### src/rtl/nx_axi4s_pkg.sv
// Shared definitions for the Nexus AXI4-stream packer and bridge.
// A slot is 32 bits: bit 31 flags a valid message, bits 30:0 carry it.
package nx_axi4s_pkg;

  localparam int NX_SLOT_WIDTH     = 32;
  localparam int NX_SLOT_VALID_BIT = 31;
  localparam int NX_MSG_WIDTH      = 31;

  typedef struct packed {
    logic                    valid;
    logic [NX_MSG_WIDTH-1:0] msg;
  } nx_slot_t;

  // Build an occupied slot from a raw Nexus message.
  function automatic nx_slot_t nx_make_slot(input logic [NX_MSG_WIDTH-1:0] msg);
    logic [NX_SLOT_WIDTH-1:0] raw;
    raw                             = '0;
    raw[NX_SLOT_VALID_BIT]          = 1'b1;
    raw[NX_SLOT_VALID_BIT-1:0]      = msg;
    return nx_slot_t'(raw);
  endfunction

endpackage

### src/rtl/nx_axi4s_packer_if.sv
// Bundle of the packer's message input, flush control, AXI4-stream output
// and idle status. The master side is the host/test logic, the slave side
// is the packer itself.
interface nx_axi4s_packer_if #(
  parameter int AXI4_DATA_WIDTH = 64,
  parameter int MESSAGE_WIDTH   = 31
);

  logic [MESSAGE_WIDTH-1:0]   ib_nx_data;
  logic                       ib_nx_valid;
  logic                       ib_nx_ready;
  logic                       flush;
  logic [AXI4_DATA_WIDTH-1:0] ob_axi4s_tdata;
  logic                       ob_axi4s_tlast;
  logic                       ob_axi4s_tvalid;
  logic                       ob_axi4s_tready;
  logic                       idle;

  modport master (
    output ib_nx_data, ib_nx_valid, flush, ob_axi4s_tready,
    input  ib_nx_ready, ob_axi4s_tdata, ob_axi4s_tlast, ob_axi4s_tvalid, idle
  );

  modport slave (
    input  ib_nx_data, ib_nx_valid, flush, ob_axi4s_tready,
    output ib_nx_ready, ob_axi4s_tdata, ob_axi4s_tlast, ob_axi4s_tvalid, idle
  );

endinterface

### src/rtl/nx_axi4s_beat_reg.sv
// Output holding register for the packed AXI4-stream beat. A beat is
// loaded whenever the register is empty or is being drained this cycle,
// and is held unchanged while the consumer stalls.
module nx_axi4s_beat_reg #(
  parameter int DATA_WIDTH = 64
) (
  input  logic                  clk_i,
  input  logic                  rst_i,
  input  logic                  load,
  input  logic [DATA_WIDTH-1:0] load_data,
  input  logic                  load_last,
  input  logic                  tready,
  output logic [DATA_WIDTH-1:0] tdata,
  output logic                  tlast,
  output logic                  tvalid,
  output logic                  can_load
);

  // A new beat may land when nothing is held or the held beat leaves now.
  always_comb begin
    can_load = !tvalid || tready;
  end

  // Hold/load the beat; valid drops after a handshake with nothing new.
  always_ff @(posedge clk_i or posedge rst_i) begin
    if (rst_i) begin
      tdata  <= '0;
      tlast  <= 1'b0;
      tvalid <= 1'b0;
    end else if (load) begin
      tdata  <= load_data;
      tlast  <= load_last;
      tvalid <= 1'b1;
    end else if (tready) begin
      tvalid <= 1'b0;
    end
  end

endmodule

### src/rtl/nx_axi4s_packer.sv
// Packs 31-bit Nexus messages into AXI4-stream beats of SLOTS 32-bit slots.
// Beats go out when full, after FLUSH_CYCLES idle cycles, or on flush; the
// last two cases and every MAX_BEATS-th beat close the packet with tlast.
module nx_axi4s_packer
  import nx_axi4s_pkg::*;
#(
  parameter int AXI4_DATA_WIDTH = 64,
  parameter int MESSAGE_WIDTH   = 31,
  parameter int FLUSH_CYCLES    = 16,
  parameter int MAX_BEATS       = 8
) (
  input logic clk_i,
  input logic rst_i,
  nx_axi4s_packer_if.slave bus
);

  localparam int SLOTS  = AXI4_DATA_WIDTH / NX_SLOT_WIDTH;
  localparam int FILL_W = $clog2(SLOTS + 1);
  localparam int IDLE_W = (FLUSH_CYCLES > 1) ? $clog2(FLUSH_CYCLES) : 1;
  localparam int BEAT_W = (MAX_BEATS > 1) ? $clog2(MAX_BEATS) : 1;

  logic [AXI4_DATA_WIDTH-1:0] stage_q, stage_d, beat_data;
  logic [FILL_W-1:0]          fill_q, fill_d;
  logic [IDLE_W-1:0]          idle_q, idle_d;
  logic [BEAT_W-1:0]          beat_q, beat_d;
  logic [MESSAGE_WIDTH-1:0]   in_msg;
  nx_slot_t                   in_slot;
  logic full, timeout, flush_fire, merge, send, transfer;
  logic accept, ready, beat_last, out_free;
  logic out_tvalid;

  assign in_msg  = bus.ib_nx_data;
  assign in_slot = nx_make_slot(in_msg);

  // Send/transfer decode; a message completing the beat is merged into it
  // directly so the beat leaves one cycle after that message is accepted.
  always_comb begin
    full       = (fill_q == FILL_W'(SLOTS));
    timeout    = (fill_q != '0) && (idle_q == IDLE_W'(FLUSH_CYCLES - 1));
    flush_fire = (fill_q != '0) && bus.flush;
    merge      = (fill_q == FILL_W'(SLOTS - 1)) && bus.ib_nx_valid
                 && !flush_fire && !timeout;
    send       = full || timeout || flush_fire || merge;
    transfer   = send && out_free;
    ready      = !rst_i && (!full || transfer);
    accept     = bus.ib_nx_valid && ready;
    beat_last  = flush_fire || timeout || (beat_q == BEAT_W'(MAX_BEATS - 1));
    beat_data  = stage_q;
    if (merge) begin
      beat_data[(SLOTS-1)*NX_SLOT_WIDTH +: NX_SLOT_WIDTH] = in_slot;
    end
  end

  // Next staging contents, fill level, idle timer and packet beat count.
  always_comb begin
    stage_d = stage_q;
    fill_d  = fill_q;
    idle_d  = idle_q;
    beat_d  = beat_q;
    if (transfer) begin
      stage_d = '0;
      fill_d  = '0;
      if (accept && !merge) begin
        stage_d[NX_SLOT_WIDTH-1:0] = in_slot;
        fill_d                     = FILL_W'(1);
      end
    end else if (accept) begin
      for (int i = 0; i < SLOTS; i++) begin
        if (fill_q == FILL_W'(i)) begin
          stage_d[i*NX_SLOT_WIDTH +: NX_SLOT_WIDTH] = in_slot;
        end
      end
      fill_d = fill_q + FILL_W'(1);
    end
    if (accept || transfer || (fill_q == '0)) begin
      idle_d = '0;
    end else if (idle_q != IDLE_W'(FLUSH_CYCLES - 1)) begin
      idle_d = idle_q + IDLE_W'(1);
    end
    if (transfer) begin
      beat_d = beat_last ? '0 : beat_q + BEAT_W'(1);
    end
  end

  // Staging and counter registers; reset discards any partial beat.
  always_ff @(posedge clk_i or posedge rst_i) begin
    if (rst_i) begin
      stage_q <= '0;
      fill_q  <= '0;
      idle_q  <= '0;
      beat_q  <= '0;
    end else begin
      stage_q <= stage_d;
      fill_q  <= fill_d;
      idle_q  <= idle_d;
      beat_q  <= beat_d;
    end
  end

  nx_axi4s_beat_reg #(
    .DATA_WIDTH(AXI4_DATA_WIDTH)
  ) u_beat_reg (
    .clk_i    (clk_i),
    .rst_i    (rst_i),
    .load     (transfer),
    .load_data(beat_data),
    .load_last(beat_last),
    .tready   (bus.ob_axi4s_tready),
    .tdata    (bus.ob_axi4s_tdata),
    .tlast    (bus.ob_axi4s_tlast),
    .tvalid   (out_tvalid),
    .can_load (out_free)
  );

  assign bus.ob_axi4s_tvalid = out_tvalid;
  assign bus.ib_nx_ready     = ready;
  assign bus.idle            = (fill_q == '0) && !out_tvalid;

endmodule

### src/flat_wrapper.sv
// flat-port wrapper written by rule: the top's interface ports become plain ports
module nx_axi4s_packer_flat import nx_axi4s_pkg::*;
#(
  parameter int AXI4_DATA_WIDTH = 64,
  parameter int MESSAGE_WIDTH   = 31,
  parameter int FLUSH_CYCLES    = 16,
  parameter int MAX_BEATS       = 8
)
  (clk_i, rst_i, bus_ib_nx_data, bus_ib_nx_valid, bus_flush, bus_ob_axi4s_tready, bus_ib_nx_ready, bus_ob_axi4s_tdata, bus_ob_axi4s_tlast, bus_ob_axi4s_tvalid, bus_idle);
  nx_axi4s_packer_if #(.AXI4_DATA_WIDTH(AXI4_DATA_WIDTH), .MESSAGE_WIDTH(MESSAGE_WIDTH)) bus_i ();
  input logic clk_i;
  input logic rst_i;
  input wire logic [$bits(bus_i.ib_nx_data)-1:0] bus_ib_nx_data;
  input wire logic [$bits(bus_i.ib_nx_valid)-1:0] bus_ib_nx_valid;
  input wire logic [$bits(bus_i.flush)-1:0] bus_flush;
  input wire logic [$bits(bus_i.ob_axi4s_tready)-1:0] bus_ob_axi4s_tready;
  output wire logic [$bits(bus_i.ib_nx_ready)-1:0] bus_ib_nx_ready;
  output wire logic [$bits(bus_i.ob_axi4s_tdata)-1:0] bus_ob_axi4s_tdata;
  output wire logic [$bits(bus_i.ob_axi4s_tlast)-1:0] bus_ob_axi4s_tlast;
  output wire logic [$bits(bus_i.ob_axi4s_tvalid)-1:0] bus_ob_axi4s_tvalid;
  output wire logic [$bits(bus_i.idle)-1:0] bus_idle;
  assign bus_i.ib_nx_data = bus_ib_nx_data;
  assign bus_i.ib_nx_valid = bus_ib_nx_valid;
  assign bus_i.flush = bus_flush;
  assign bus_i.ob_axi4s_tready = bus_ob_axi4s_tready;
  assign bus_ib_nx_ready = bus_i.ib_nx_ready;
  assign bus_ob_axi4s_tdata = bus_i.ob_axi4s_tdata;
  assign bus_ob_axi4s_tlast = bus_i.ob_axi4s_tlast;
  assign bus_ob_axi4s_tvalid = bus_i.ob_axi4s_tvalid;
  assign bus_idle = bus_i.idle;
  nx_axi4s_packer #(.AXI4_DATA_WIDTH(AXI4_DATA_WIDTH), .MESSAGE_WIDTH(MESSAGE_WIDTH), .FLUSH_CYCLES(FLUSH_CYCLES), .MAX_BEATS(MAX_BEATS)) u_core (.clk_i(clk_i), .rst_i(rst_i), .bus(bus_i));
endmodule
### config.mk
export PLATFORM = sky130hd
export DESIGN_NAME = nx_axi4s_packer_flat
export DESIGN_NICKNAME = d
export VERILOG_FILES = /design/src/rtl/nx_axi4s_pkg.sv /design/src/rtl/nx_axi4s_packer_if.sv /design/src/rtl/nx_axi4s_beat_reg.sv /design/src/rtl/nx_axi4s_packer.sv /design/src/flat_wrapper.sv
export SDC_FILE = /design/constraint.sdc
export NUM_CORES = 1
export LEC_CHECK = 0
export ABC_AREA = 1
export CAP_MARGIN = 20
export CELL_PAD_IN_SITES_DETAIL_PLACEMENT = 1
export CELL_PAD_IN_SITES_GLOBAL_PLACEMENT = 1
export CORE_ASPECT_RATIO = 2
export CORE_MARGIN = 4
export CORE_UTILIZATION = 35
export DETAILED_ROUTE_END_ITERATION = 8
export HOLD_SLACK_MARGIN = 0.1
export PLACE_DENSITY_LB_ADDON = 0.2
export SKIP_LAST_GASP = 1
export SYNTH_ARGS = -nofsm -noshare
export SYNTH_HDL_FRONTEND = slang
export SYNTH_SLANG_ARGS = --single-unit
### constraint.sdc
create_clock -name clk_i -period 12.1 [get_ports clk_i]
set_input_delay 3.63 -clock clk_i [delete_from_list [all_inputs] [get_ports clk_i]]
set_output_delay 3.63 -clock clk_i [all_outputs]
set_load 0.005 [all_outputs]
* Word-level counts from Yosys, hierarchy flattened
Cells that the tools add are included.
Widths: inputs -> output; s select.
** Word-level totals
- Register bits after elaboration :: 139
- Latch bits :: 0
- Bits in writable memories :: 0
- ROM bits :: 0
- Output and inout port bits :: 68
- Logic and storage cells :: 64
- Memories kept :: 0
** Cells by class
- Add/subtract/negate cells :: 3
- Multiply operators :: 0
- Div/mod/pow operators :: 0
- Magnitude comparators :: 0
- Eq/ne operators :: 5
- Shift-type cells :: 0
- Mux-type cells :: 14
- Bitwise operators :: 0
- Reduce and logical (&&, ||, !) cells :: 34
** Operators by type and width (number)
- $mux 32 :: 4
- $mux 64 :: 2
- $reduce_bool 2->1 :: 6
- $logic_and 1x1->1 :: 10
- $logic_or 1x1->1 :: 9
- $mux 4 :: 2
- $logic_not 1->1 :: 6
- $add 4x1->4 const B :: 1
- $eq 4x4->1 const B :: 1
- $mux 2 :: 2
- $ne 4x4->1 const B :: 1
- $reduce_and 2->1 :: 2
- $add 3x1->3 const B :: 1
- $eq 3x3->1 const B :: 1
- $mux 1 :: 3
- $mux 3 :: 1
- $add 2x1->2 const B :: 1
- $eq 2x1->1 const B :: 1
- $eq 2x2->1 const B :: 1
- $logic_not 2->1 :: 1

* Longest topological paths before layout
Gate-level depths: netlist of the first run.
- Depth after elaboration :: 13
- Mapped depth :: 15

* Hierarchy
A second synthesis of the first run with hierarchy kept.
** Unflattened totals
- Cell total of the unflattened synthesis :: 710
- Area, all modules :: 6073.3 um^2
** Modules (own cells, without submodules)
- nx_axi4s_packer :: instances 1, cells an instance 430, area each 3558.4 um^2
- nx_axi4s_beat_reg :: instances 1, cells an instance 280, area each 2514.9 um^2

* Worst setup path after synthesis of the first run
OpenSTA, ideal clock, no wires.
- Path type :: input-to-output
- From :: input bus_ib_nx_valid
- To :: output bus_ib_nx_ready
- Arrival time :: 4199 ps
- Data required time :: 8470 ps
- Setup slack :: 4271 ps
- Stages on the path :: 6
- Buffers on the path :: 0
- Cells stage by stage :: nand2_1 a21oi_2 nand2_2 nand2_2 nand2_4 a21oi_2
** On the way
- Longest elaborated chain between the ends :: 7
** Ends and longest elaborated chain
- start: declaration :: RTL line flat_wrapper.sv:14 : input wire logic [$bits(bus_i.ib_nx_valid)-1:0] bus_ib_nx_valid;
- $logic_and 1x1->1 :: RTL line nx_axi4s_packer.sv:41 : merge = (fill_q == FILL_W'(SLOTS - 1)) && bus.ib_nx_valid
- $logic_and 1x1->1 (2 in series) :: RTL line nx_axi4s_packer.sv:42 : && !flush_fire && !timeout;
- $logic_or 1x1->1 :: RTL line nx_axi4s_packer.sv:43 : send = full || timeout || flush_fire || merge;
- $logic_and 1x1->1 :: RTL line nx_axi4s_packer.sv:44 : transfer = send && out_free;
- $logic_or 1x1->1 :: RTL line nx_axi4s_packer.sv:45 : ready = !rst_i && (!full || transfer);
- $logic_and 1x1->1 :: RTL line nx_axi4s_packer.sv:45
- end: declaration :: RTL line flat_wrapper.sv:17 : output wire logic [$bits(bus_i.ib_nx_ready)-1:0] bus_ib_nx_ready;
No other way between the ends.

* Final worst setup path of the first run
Same ends and word-level chain as after synthesis.

==> results of run 1 <==
==> per-stage QoR <==
| stage | total power [uW] | cell area, um^2 | hold slack (ps) |
|---|---|---|---|
| 6_report | 2195 | 7665 | 469.3 |
| 5_1_grt | 2365 | 7665 | 498.8 |
| 4_1_cts | 2226 | 7637 | 475.3 |
| 3_5_place_dp | 1682 | 7036 | 459.1 |
| 3_3_place_gp | 1638 | 7036 | 454.5 |
| 2_1_floorplan | 1298 | 5924 | 442.2 |
==> worst register-to-register path, stage by stage, from the launching register on <==
cell,delay (ps)
dfrtp_1,410
inv_1,130
ha_2,730
nand2_1,140
a21oi_2,150
nand2_2,440
nand2_2,270
nand2_4,280
o31ai_4,140
buf_4,410
inv_2,130
nor2_4,720
inv_2,530
nand2_1,180
nand2_1,90
==> flip-flops by register name, indices dropped and copies added, names as in the netlist <==
| register | cells |
|---|---|
| u_core.beat_q | 3 |
| u_core.fill_q | 2 |
| u_core.idle_q | 4 |
| u_core.stage_q | 64 |
| u_core.u_beat_reg.tdata | 64 |
| u_core.u_beat_reg.tlast | 1 |
| u_core.u_beat_reg.tvalid | 1 |
==> cells by family (layout without fill, tap and decap cells) <==
family                   count (synthesis)  in the layout
AO/OA/AOI/OAI                           46             46
adder cells (fa/ha/maj)                  7              7
buffers and inverters                   64            159
flip-flops                             139            139
AND/OR/NAND/NOR                        417            417
==> cell usage after synthesis <==
cell type  count
o21ai_0        6
a21oi_2        2
o31ai_4        1
nand3_1       68
nor2_2         1
nand2_1      266
inv_2          3
a22o_1         2
nand4_1       33
o21a_1         1
nand2_4        1
ha_1           7
inv_1         15
a21oi_1        2
nor3_1         1
nor2_4         1
dfrtp_1      139
buf_2         19
a31oi_1       32
buf_4          3
nand2_2        2
clkbuf_1      21
buf_6          3
nor2_1        44
==> path summary, 6_finish.rpt <==
check	from	endpoint	cells after the start
min	u_core.stage_q[21]	u_core.u_beat_reg.tdata[21]	2
max in group asynchronous	rst_i	u_core.stage_q[46]	3
min reg2reg	u_core.stage_q[21]	u_core.u_beat_reg.tdata[21]	2
min in group asynchronous	rst_i	u_core.idle_q[2]	2
max	bus_ib_nx_valid	bus_ib_nx_ready	8
max reg2reg	u_core.fill_q[1]	u_core.stage_q[23]	14
==> report_power, final <==
| group | switching (uW) | internal (uW) | total [uW] |
|---|---|---|---|
| combinational | 534 | 367 | 901 |
| sequential | 108 | 656 | 764 |
| clock | 204 | 326 | 530 |
==> routing by layer <==
layer | global-route usage (%) | part of all wire [%]
met4 | 6.850 | 2.1
met2 | 34.95 | 55
met1 | 20.59 | 39
met3 | 3.926 | 3.7
met5 | 0 | 0
==> layout make-up <==
type	instances	area (um^2)	share of cell area [%]
sequential	139	3478	45.38
multi-input combinational	470	2156	28.13
inverter	18	73.82	0.9631
tap	207	259.0	3.379
timing repair buffer	109	1096	14.30
clock buffer	19	432.9	5.648
clock inverter	13	168.9	2.204
==> impl_metrics.env, run 1 <==
export IMPL_outcome="finished, final reports clean"
export IMPL_clkTransAtPathRegs_ps=60
export IMPL_gp_congestion=0.7515
export IMPL_rows=67
export IMPL_yosys_warnings=0
export IMPL_cts_tree="built"
export IMPL_ys_ff_latch=139
export IMPL_yosys_area_top_type="dfrtp_1"
export IMPL_synth_compound_area_share_pct=5.132
export IMPL_max_freq_mhz=101.8
export IMPL_critPathKind="input port to output pin"
export IMPL_ant_nets=0
export IMPL_seq_area_frac_synth_pct=58.71
export IMPL_insertedDiodeCount=0
export IMPL_syn_num_nets=716
export IMPL_fin_nets=798
export IMPL_vias=4976
export IMPL_drtIter0Drc=170
export IMPL_synth_simple_gate_area_share_pct=29.65
export IMPL_syn_avg_cell_area_um2=8.803
export IMPL_rsz0062_at_grt="no"
export IMPL_firstDrtPassIters=5
export IMPL_synth_adder_area_share_pct=1.478
export IMPL_hold_violations=0
export IMPL_end_kind="output pin"
export IMPL_cts_buffer_depth=2
export IMPL_crit_chain="clkdlybuf4s50_1 -> nand2_1 -> a21oi_2 -> nand2_2 -> nand2_2 -> nand2_4 -> a21oi_2 -> clkdlybuf4s50_1"
export IMPL_skew_ps=10.41
export IMPL_via_per_inst=5.104
export IMPL_syn_area_mm2=0.005924
export IMPL_grt_antenna_before_repair=0
export IMPL_r2r_slack_ps=7220
export IMPL_power_leakage_uw=0.003667
export IMPL_crit_family="buffers and inverters"
export IMPL_fillCellCount=1931
export IMPL_h_tree_depth=4
export IMPL_slew_headroom_pct=37.95
export IMPL_cts_buffers=17
export IMPL_ir_drop_v=0.0001475
export IMPL_maxCapViolCount=0
export IMPL_cp_required_ps=8470
export IMPL_dieArea_mm2=0.01920
export IMPL_grt_max_degree=83
export IMPL_grt_pass1_wl_um=28320
export IMPL_synth_area_top_cells="dfrtp_1 (59%), nand2_1 (17%), nand3_1 (5.7%)"
export IMPL_first_global_vias=5457
export IMPL_slowest_stage="clkdlybuf4s50_1"
export IMPL_slowest_delay_ps=540
export IMPL_period_share_pct=81.21
export IMPL_fin_crit_ps=9826
export IMPL_wl_per_cell_um=17.57
export IMPL_final_common_cell="nand2_1"
export IMPL_worst_path_max_fanout=38
export IMPL_setup_viol=0
export IMPL_min_path_type="register to register"
export IMPL_setup_slack_ps=2274
export IMPL_cp_num_buf_inv=2
export IMPL_yosysTopAreaCellShare_pct=58.71
export IMPL_ioPinCount=104
export IMPL_synth_cell_type_count=24
export IMPL_synthMuxAreaShare_pct=0
export IMPL_crit_arrival_ps=6200
export IMPL_grt_overflow=0
export IMPL_dp_worst_setup_slack_ps=2202
export IMPL_grt_use_total_pct=18.77
export IMPL_die_h_um=192.0
export IMPL_postCtsSetupRepairBufs=0
export IMPL_worst_pin_slew_ps=928.5
export IMPL_cts_resized=0
export IMPL_clock_sinks=139
export IMPL_setup_tns_ps=0
export IMPL_die_w_um=100.0
export IMPL_post_dp_hpwl_um=10970
export IMPL_utilization_pct=45.95
export IMPL_drv_slew=0
export IMPL_final_cell_mix="nand2_1 (266), dfrtp_1 (139), clkdlybuf4s50_1 (103), nand3_1 (67), nor2_1 (44)"
export IMPL_root_buffer="clkbuf_16"
export IMPL_instances_no_fill=975
export IMPL_portBuffers=103
export IMPL_worstSetupStartpointType="input port"
export IMPL_p_per_area_mw_per_mm2=286.4
export IMPL_synth_top_family_by_area="simple AND/OR/NAND/NOR gates"
export IMPL_clk_insertion_delay_late_ps=420
export IMPL_placedCellCount=942
export IMPL_holdBufCountCts=0
export IMPL_drive_gt1_share_pct=6.510
export IMPL_core_mm2=0.01668
export IMPL_synthCells=673
export IMPL_finalWirelength_um=17130
export IMPL_start_util_pct=35.51
export IMPL_drc=0
export IMPL_syn2layout_area_growth_pct=29.38
export IMPL_synth_xor_area_share_pct=0
No activity file was read; power rests on OpenSTA's default activity.
==> run 2, diff against run 1 <==
==> constraint.sdc (replaced) <==
create_clock -name clk_i -period 8 [get_ports clk_i]
set_input_delay 2.4 -clock clk_i [delete_from_list [all_inputs] [get_ports clk_i]]
set_output_delay 2.4 -clock clk_i [all_outputs]
set_load 0.005 [all_outputs]
==> run 2 against run 1 <==
  * Worst hold slack improved by 1.5 ps
  * Highest routed layer unchanged
  * First-iteration DRC count grew 31%
  * Total power increased by 54%
  * Sequential power up 51%
  * Final area is 0.54% higher
  * Critical endpoint unchanged
  * Final cell count stayed put
  * Largest cell class unchanged
==> impl_metrics.env, run 2 (synthesis gave the netlist of run 1 again) <==
export IMPL_rsz0062_at_grt="no"
export IMPL_post_dp_hpwl_um=11010
export IMPL_cts_tree="built"
export IMPL_crit_chain="clkdlybuf4s50_1 -> nand2_1 -> a21oi_2 -> nand2_2 -> nand2_2 -> nand2_4 -> a21oi_2 -> clkdlybuf4s50_1"
export IMPL_gp_congestion=0.7424
export IMPL_cp_startpoint="bus_ib_nx_valid"
export IMPL_clkTransAtPathRegs_ps=60
export IMPL_die_h_um=192.0
export IMPL_hold_violations=0
export IMPL_pwr_share_clk_pct=25.2
export IMPL_core_mm2=0.01668
export IMPL_hp_start="u_core.stage_q[10]"
export IMPL_ir_drop_v=0.0001817
export IMPL_start_util_pct=35.51
export IMPL_clock_sinks=139
export IMPL_path_depth=8
export IMPL_final_cell_mix="nand2_1 (266), dfrtp_1 (139), clkdlybuf4s50_1 (103), nand3_1 (67), nor2_1 (44)"
export IMPL_rows=67
export IMPL_setup_tns_ps=0
export IMPL_slowest_delay_ps=560
export IMPL_h_tree_depth=4
export IMPL_slew_headroom_pct=35.14
export IMPL_skew_ps=14.43
export IMPL_root_buffer="clkbuf_16"
export IMPL_period_share_pct=81.52
export IMPL_cp_required_ps=5600
export IMPL_drv_slew=0
export IMPL_syn2layout_area_growth_pct=30.07
export IMPL_portBuffers=103
export IMPL_grt_max_degree=99
export IMPL_grt_overflow=0
export IMPL_finalWirelength_um=17260
export IMPL_top_regs="u_core.stage_q: 64 flops, u_core.u_beat_reg.tdata: 64 flops, u_core.idle_q: 4 flops"
export IMPL_placedCellCount=945
export IMPL_first_global_vias=5420
export IMPL_gr_usage_met1_pct=21.14
export IMPL_fin_nets=800
export IMPL_instances_no_fill=975
export IMPL_slowest_stage="clkdlybuf4s50_1"
export IMPL_cts_buffer_depth=2
export IMPL_end_kind="output pin"
export IMPL_cts_buffers=17
export IMPL_grt_util_met2_pct=35.31
export IMPL_postCtsSetupRepairBufs=0
export IMPL_cp_num_buf_inv=2
export IMPL_critPathKind="input port to output pin"
export IMPL_drtIter0Drc=223
export IMPL_die_w_um=100.0
export IMPL_grt_use_total_pct=18.83
export IMPL_fillCellCount=1951
export IMPL_maxCapViolCount=0
export IMPL_insertedDiodeCount=0
export IMPL_ioPinCount=104
export IMPL_p_per_area_mw_per_mm2=439.0
export IMPL_drc=0
export IMPL_worst_path_max_fanout=4
export IMPL_holdBufCountCts=0
export IMPL_worstReg2RegStart="u_core.fill_q[1]"
export IMPL_power_internal_uw=2103
export IMPL_vias=5035
export IMPL_switching_power_uw=1280
export IMPL_fin_crit_ps=6521
export IMPL_crit_arrival_ps=4120
export IMPL_firstDrtPassIters=4
export IMPL_worstSetupStartpointType="input port"
export IMPL_drive_gt1_share_pct=6.641
export IMPL_wl_per_cell_um=17.70
export IMPL_p_sw_share_pct=37.84
export IMPL_worst_pin_slew_ps=973.0
export IMPL_clk_insertion_delay_late_ps=420
export IMPL_grt_pass1_wl_um=28420
export IMPL_via_per_inst=5.164
export IMPL_min_path_type="register to register"
export IMPL_ant_nets=0
export IMPL_power_leakage_uw=0.003689
export IMPL_final_common_cell="nand2_1"
export IMPL_grt_antenna_before_repair=0
export IMPL_max_freq_mhz=153.3
export IMPL_setup_viol=0
export IMPL_pwr_share_seq_pct=34.1
export IMPL_r2r_worst_path_cells=15
export IMPL_met3_usage_pct=3.272
export IMPL_setup_slack_ps=1479
export IMPL_cts_resized=0
export IMPL_min_path_cells=2
export IMPL_dieArea_mm2=0.01920
export IMPL_outcome="finished, final reports clean"
export IMPL_pwr_share_comb_pct=40.7
export IMPL_crit_family="buffers and inverters"
export IMPL_busiest_layer="met2"
export IMPL_dp_worst_setup_slack_ps=1459
run 2: changes by cell type in the layout (fill, tap and decap cells not counted):
cell	delta
buf_4	+2
bufinv_16	+2
clkinv_4	-2
clkinv_2	+1
inv_6	-2
clkbuf_1	-1
run 2: worst paths after layout:
path | end | slack (ps)
setup / recovery | bus_ib_nx_ready | 1480
setup reg to reg | u_core.stage_q[22] | 3600
min in group asynchronous | u_core.idle_q[2] | 2650
hold reg to reg | u_core.u_beat_reg.tdata[10] | 470
max in group asynchronous | u_core.u_beat_reg.tdata[7] | 4120
hold / removal | u_core.u_beat_reg.tdata[10] | 470
run 2: worst register-to-register path: stages, from the launching register on:
cell and delay, ps:
dfrtp_1 410, inv_1 120, ha_2 720, nand2_1 140
a21oi_2 160, nand2_2 70, nand2_2 90, nand2_4 50
buf_4 270, o31ai_4 110, buf_4 410, inv_2 130
nor2_4 740, inv_2 550, nand2_1 210, nand2_1 90
run 2: power by group through the flow:
stage	Combinational (uW)	Sequential [uW]	Clock, uW
floorplan	824	1140	0
global placement	1340	1150	0
detailed placement	1400	1160	0
CTS	1420	1160	870
global route	1540	1190	898
finish	1380	1150	852
run 2: final cells by class:
cell class | count | area, um^2 | share of cell area, %
sequential | 139 | 3478 | 45.14
multi-input combinational | 470 | 2156 | 27.98
inverter | 18 | 73.82 | 0.9579
tap | 207 | 259.0 | 3.361
clock buffer | 18 | 429.2 | 5.569
clock inverter | 12 | 198.9 | 2.582
timing repair buffer | 111 | 1111 | 14.42
run 2: per-layer routing:
layer | routed length (um) | up-vias
met5 | 0 | -
met4 | 314 | 0
met3 | 483 | 20
met2 | 9712 | 82
met1 | 6745 | 2572
li1 | - | 2361
run 2: per-stage QoR:
step	cell area [um^2]	power (uW)	hold WS, ps	utilization [%]
after CTS	7706	3443	475.0	46.19
after detailed placement	7078	2569	457.3	42.43
after global routing	7706	3634	493.6	46.19
after global placement	7051	2496	455.9	42.26
final	7706	3383	470.8	46.19
after floorplan	5924	1963	442.2	-
==> run 3, diff against run 2 <==
==> constraint.sdc (replaced) <==
create_clock -name clk_i -period 5.8 [get_ports clk_i]
set_input_delay 1.74 -clock clk_i [delete_from_list [all_inputs] [get_ports clk_i]]
set_output_delay 1.74 -clock clk_i [all_outputs]
set_load 0.005 [all_outputs]
==> run 3 against run 2 <==
  * Clock-buffer cell count did not move
  * Global-route usage up 0.34 points
  * Final cell count rose by 0.21%
  * Combinational power rose by 37%
  * Sequential share of layout area increased by 0.39 points
  * Sequential power increased by 38%
  * Routed wire length is 0.22% lower
  * Critical path depth unchanged
  * Final area fell by 0.86%
  * Total power grew 33%
  * Clock power up 21%
  * Largest power group unchanged
==> impl_metrics.env, run 3 (synthesis gave the netlist of run 1 again) <==
export IMPL_outcome="finished, final reports clean"
export IMPL_ioPinCount=104
export IMPL_worst_pin_slew_ps=987.0
export IMPL_grt_overflow=0
export IMPL_worstSetupStartpointType="input port"
export IMPL_fin_crit_ps=5212
export IMPL_insertedDiodeCount=0
export IMPL_critPathKind="input port to output pin"
export IMPL_p_sw_share_pct=39.20
export IMPL_clkTransAtPathRegs_ps=60
export IMPL_dieArea_mm2=0.01920
export IMPL_cts_buffers=17
export IMPL_grt_antenna_before_repair=0
export IMPL_drc=0
export IMPL_placedCellCount=945
export IMPL_fillCellCount=1968
export IMPL_switching_power_uw=1770
export IMPL_ant_nets=0
export IMPL_rsz0062_at_grt="no"
export IMPL_instances_no_fill=977
export IMPL_final_area_mm2=0.007640
export IMPL_firstDrtPassIters=5
export IMPL_grt_pass1_wl_um=28730
export IMPL_vias=5020
export IMPL_power_internal_uw=2745
export IMPL_dp_worst_setup_slack_ps=609.1
export IMPL_cts_resized=0
export IMPL_die_h_um=192.0
export IMPL_post_dp_hpwl_um=10950
export IMPL_slowest_stage="clkdlybuf4s50_1"
export IMPL_setup_viol=0
export IMPL_end_kind="output pin"
export IMPL_maxCapViolCount=0
export IMPL_cp_required_ps=4060
export IMPL_slew_headroom_pct=34.20
export IMPL_grt_max_degree=100
export IMPL_finalWirelength_um=17220
export IMPL_power_leakage_uw=0.003660
export IMPL_pwr_share_seq_pct=35.3
export IMPL_skew_ps=9.788
export IMPL_die_w_um=100.0
export IMPL_placed_area_mm2=0.007078
export IMPL_clk_insertion_delay_late_ps=420
export IMPL_via_per_inst=5.138
export IMPL_min_path_type="register to register"
export IMPL_drive_gt1_share_pct=7.013
export IMPL_h_tree_depth=4
export IMPL_drtIter0Drc=211
export IMPL_grt_use_total_pct=19.17
export IMPL_crit_chain="clkdlybuf4s50_1 -> nand2_1 -> a21oi_2 -> nand2_2 -> nand2_2 -> nand2_4 -> a21oi_2 -> clkdlybuf4s50_1"
export IMPL_start_util_pct=35.51
export IMPL_clock_sinks=139
export IMPL_crit_arrival_ps=3470
export IMPL_pwr_share_comb_pct=41.8
export IMPL_final_common_cell="nand2_1"
export IMPL_wl_per_cell_um=17.62
export IMPL_period_share_pct=89.87
export IMPL_top_regs="u_core.stage_q: 64 flops, u_core.u_beat_reg.tdata: 64 flops, u_core.idle_q: 4 flops"
export IMPL_p_per_area_mw_per_mm2=591.0
export IMPL_multi_input_area_mm2=0.002156
export IMPL_pwr_share_clk_pct=22.8
export IMPL_root_buffer="clkbuf_16"
export IMPL_core_mm2=0.01668
export IMPL_setup_tns_ps=0
export IMPL_regArea_mm2=0.003478
export IMPL_rows=67
export IMPL_cts_buffer_depth=2
export IMPL_postCtsSetupRepairBufs=0
export IMPL_holdBufCountCts=0
export IMPL_gp_congestion=0.7760
export IMPL_fin_nets=800
export IMPL_slowest_delay_ps=560
export IMPL_syn2layout_area_growth_pct=28.95
export IMPL_hold_violations=0
export IMPL_ir_drop_v=0.0002435
export IMPL_final_cell_mix="nand2_1 (266), dfrtp_1 (139), clkdlybuf4s50_1 (103), nand3_1 (67), nor2_1 (44)"
export IMPL_portBuffers=103
export IMPL_drv_slew=0
export IMPL_max_freq_mhz=191.8
export IMPL_worst_path_max_fanout=4
export IMPL_cts_tree="built"
export IMPL_first_global_vias=5407
export IMPL_setup_slack_ps=587.6
## run 3: changes by cell type in the layout (fill, tap and decap cells not counted)
| cell | previous run | this run |
|---|---|---|
| clkbuf_1 | 1 | 0 |
| clkbuf_8 | 0 | 1 |
| bufinv_16 | 5 | 1 |
| clkinv_4 | 1 | 2 |
| clkinv_2 | 3 | 5 |
| clkinvlp_4 | 4 | 5 |
| inv_6 | 1 | 3 |
## run 3: routing by layer
layer	GRT usage (%)	share of wire, %	wire length, um
met4	7.265	1.8	313
met5	0	0	0
met2	35.54	56	9677
met3	2.763	3.1	537
met1	21.85	39	6690
## run 3: through the flow
| step | hold slack [ps] | total power [uW] | util [%] |
|---|---|---|---|
| 2_1_floorplan | 442.2 | 2708 | - |
| 3_3_place_gp | 455.0 | 3448 | 42.26 |
| 3_5_place_dp | 456.9 | 3541 | 42.43 |
| 4_1_cts | 477.9 | 4604 | 45.80 |
| 5_1_grt | 508.1 | 4875 | 45.80 |
| 6_report | 472.9 | 4516 | 45.80 |
## run 3: worst paths after layout
| check | endpoint | from | cells after the start | slack, ps |
|---|---|---|---|---|
| setup / recovery | bus_ib_nx_ready | bus_ib_nx_valid | 8 | 590 |
| hold / removal | u_core.u_beat_reg.tdata[18] | u_core.stage_q[18] | 2 | 470 |
| setup reg to reg | u_core.stage_q[14] | u_core.fill_q[1] | 14 | 1990 |
| hold reg to reg | u_core.u_beat_reg.tdata[18] | u_core.stage_q[18] | 2 | 470 |
| max in group asynchronous | u_core.u_beat_reg.tdata[29] | rst_i | 3 | 2490 |
| min in group asynchronous | u_core.idle_q[1] | rst_i | 2 | 1890 |
## run 3: power groups by stage
stage / sequential [uW] / clock, uW / combinational, uW
final: 1590 / 1030 / 1890
after global routing: 1650 / 1100 / 2130
after CTS: 1600 / 1060 / 1940
after detailed placement: 1610 / 0 / 1930
after global placement: 1590 / 0 / 1850
after floorplan: 1570 / 0 / 1140
## run 3: cell type report
type                            instances  share of cell area [%]
Clock inverter                         14                   1.605
Multi-Input combinational cell        470                   28.22
Inverter                               18                  0.9663
Tap cell                              207                   3.390
Timing Repair Buffer                  111                   14.54
Clock buffer                           18                   5.748
Sequential cell                       139                   45.53
## run 3: worst max-delay path: cells and delay by family
kind            cells  cell delay, ps
buf+inv             2            1110
compound gates      2             330
simple gates        4             290
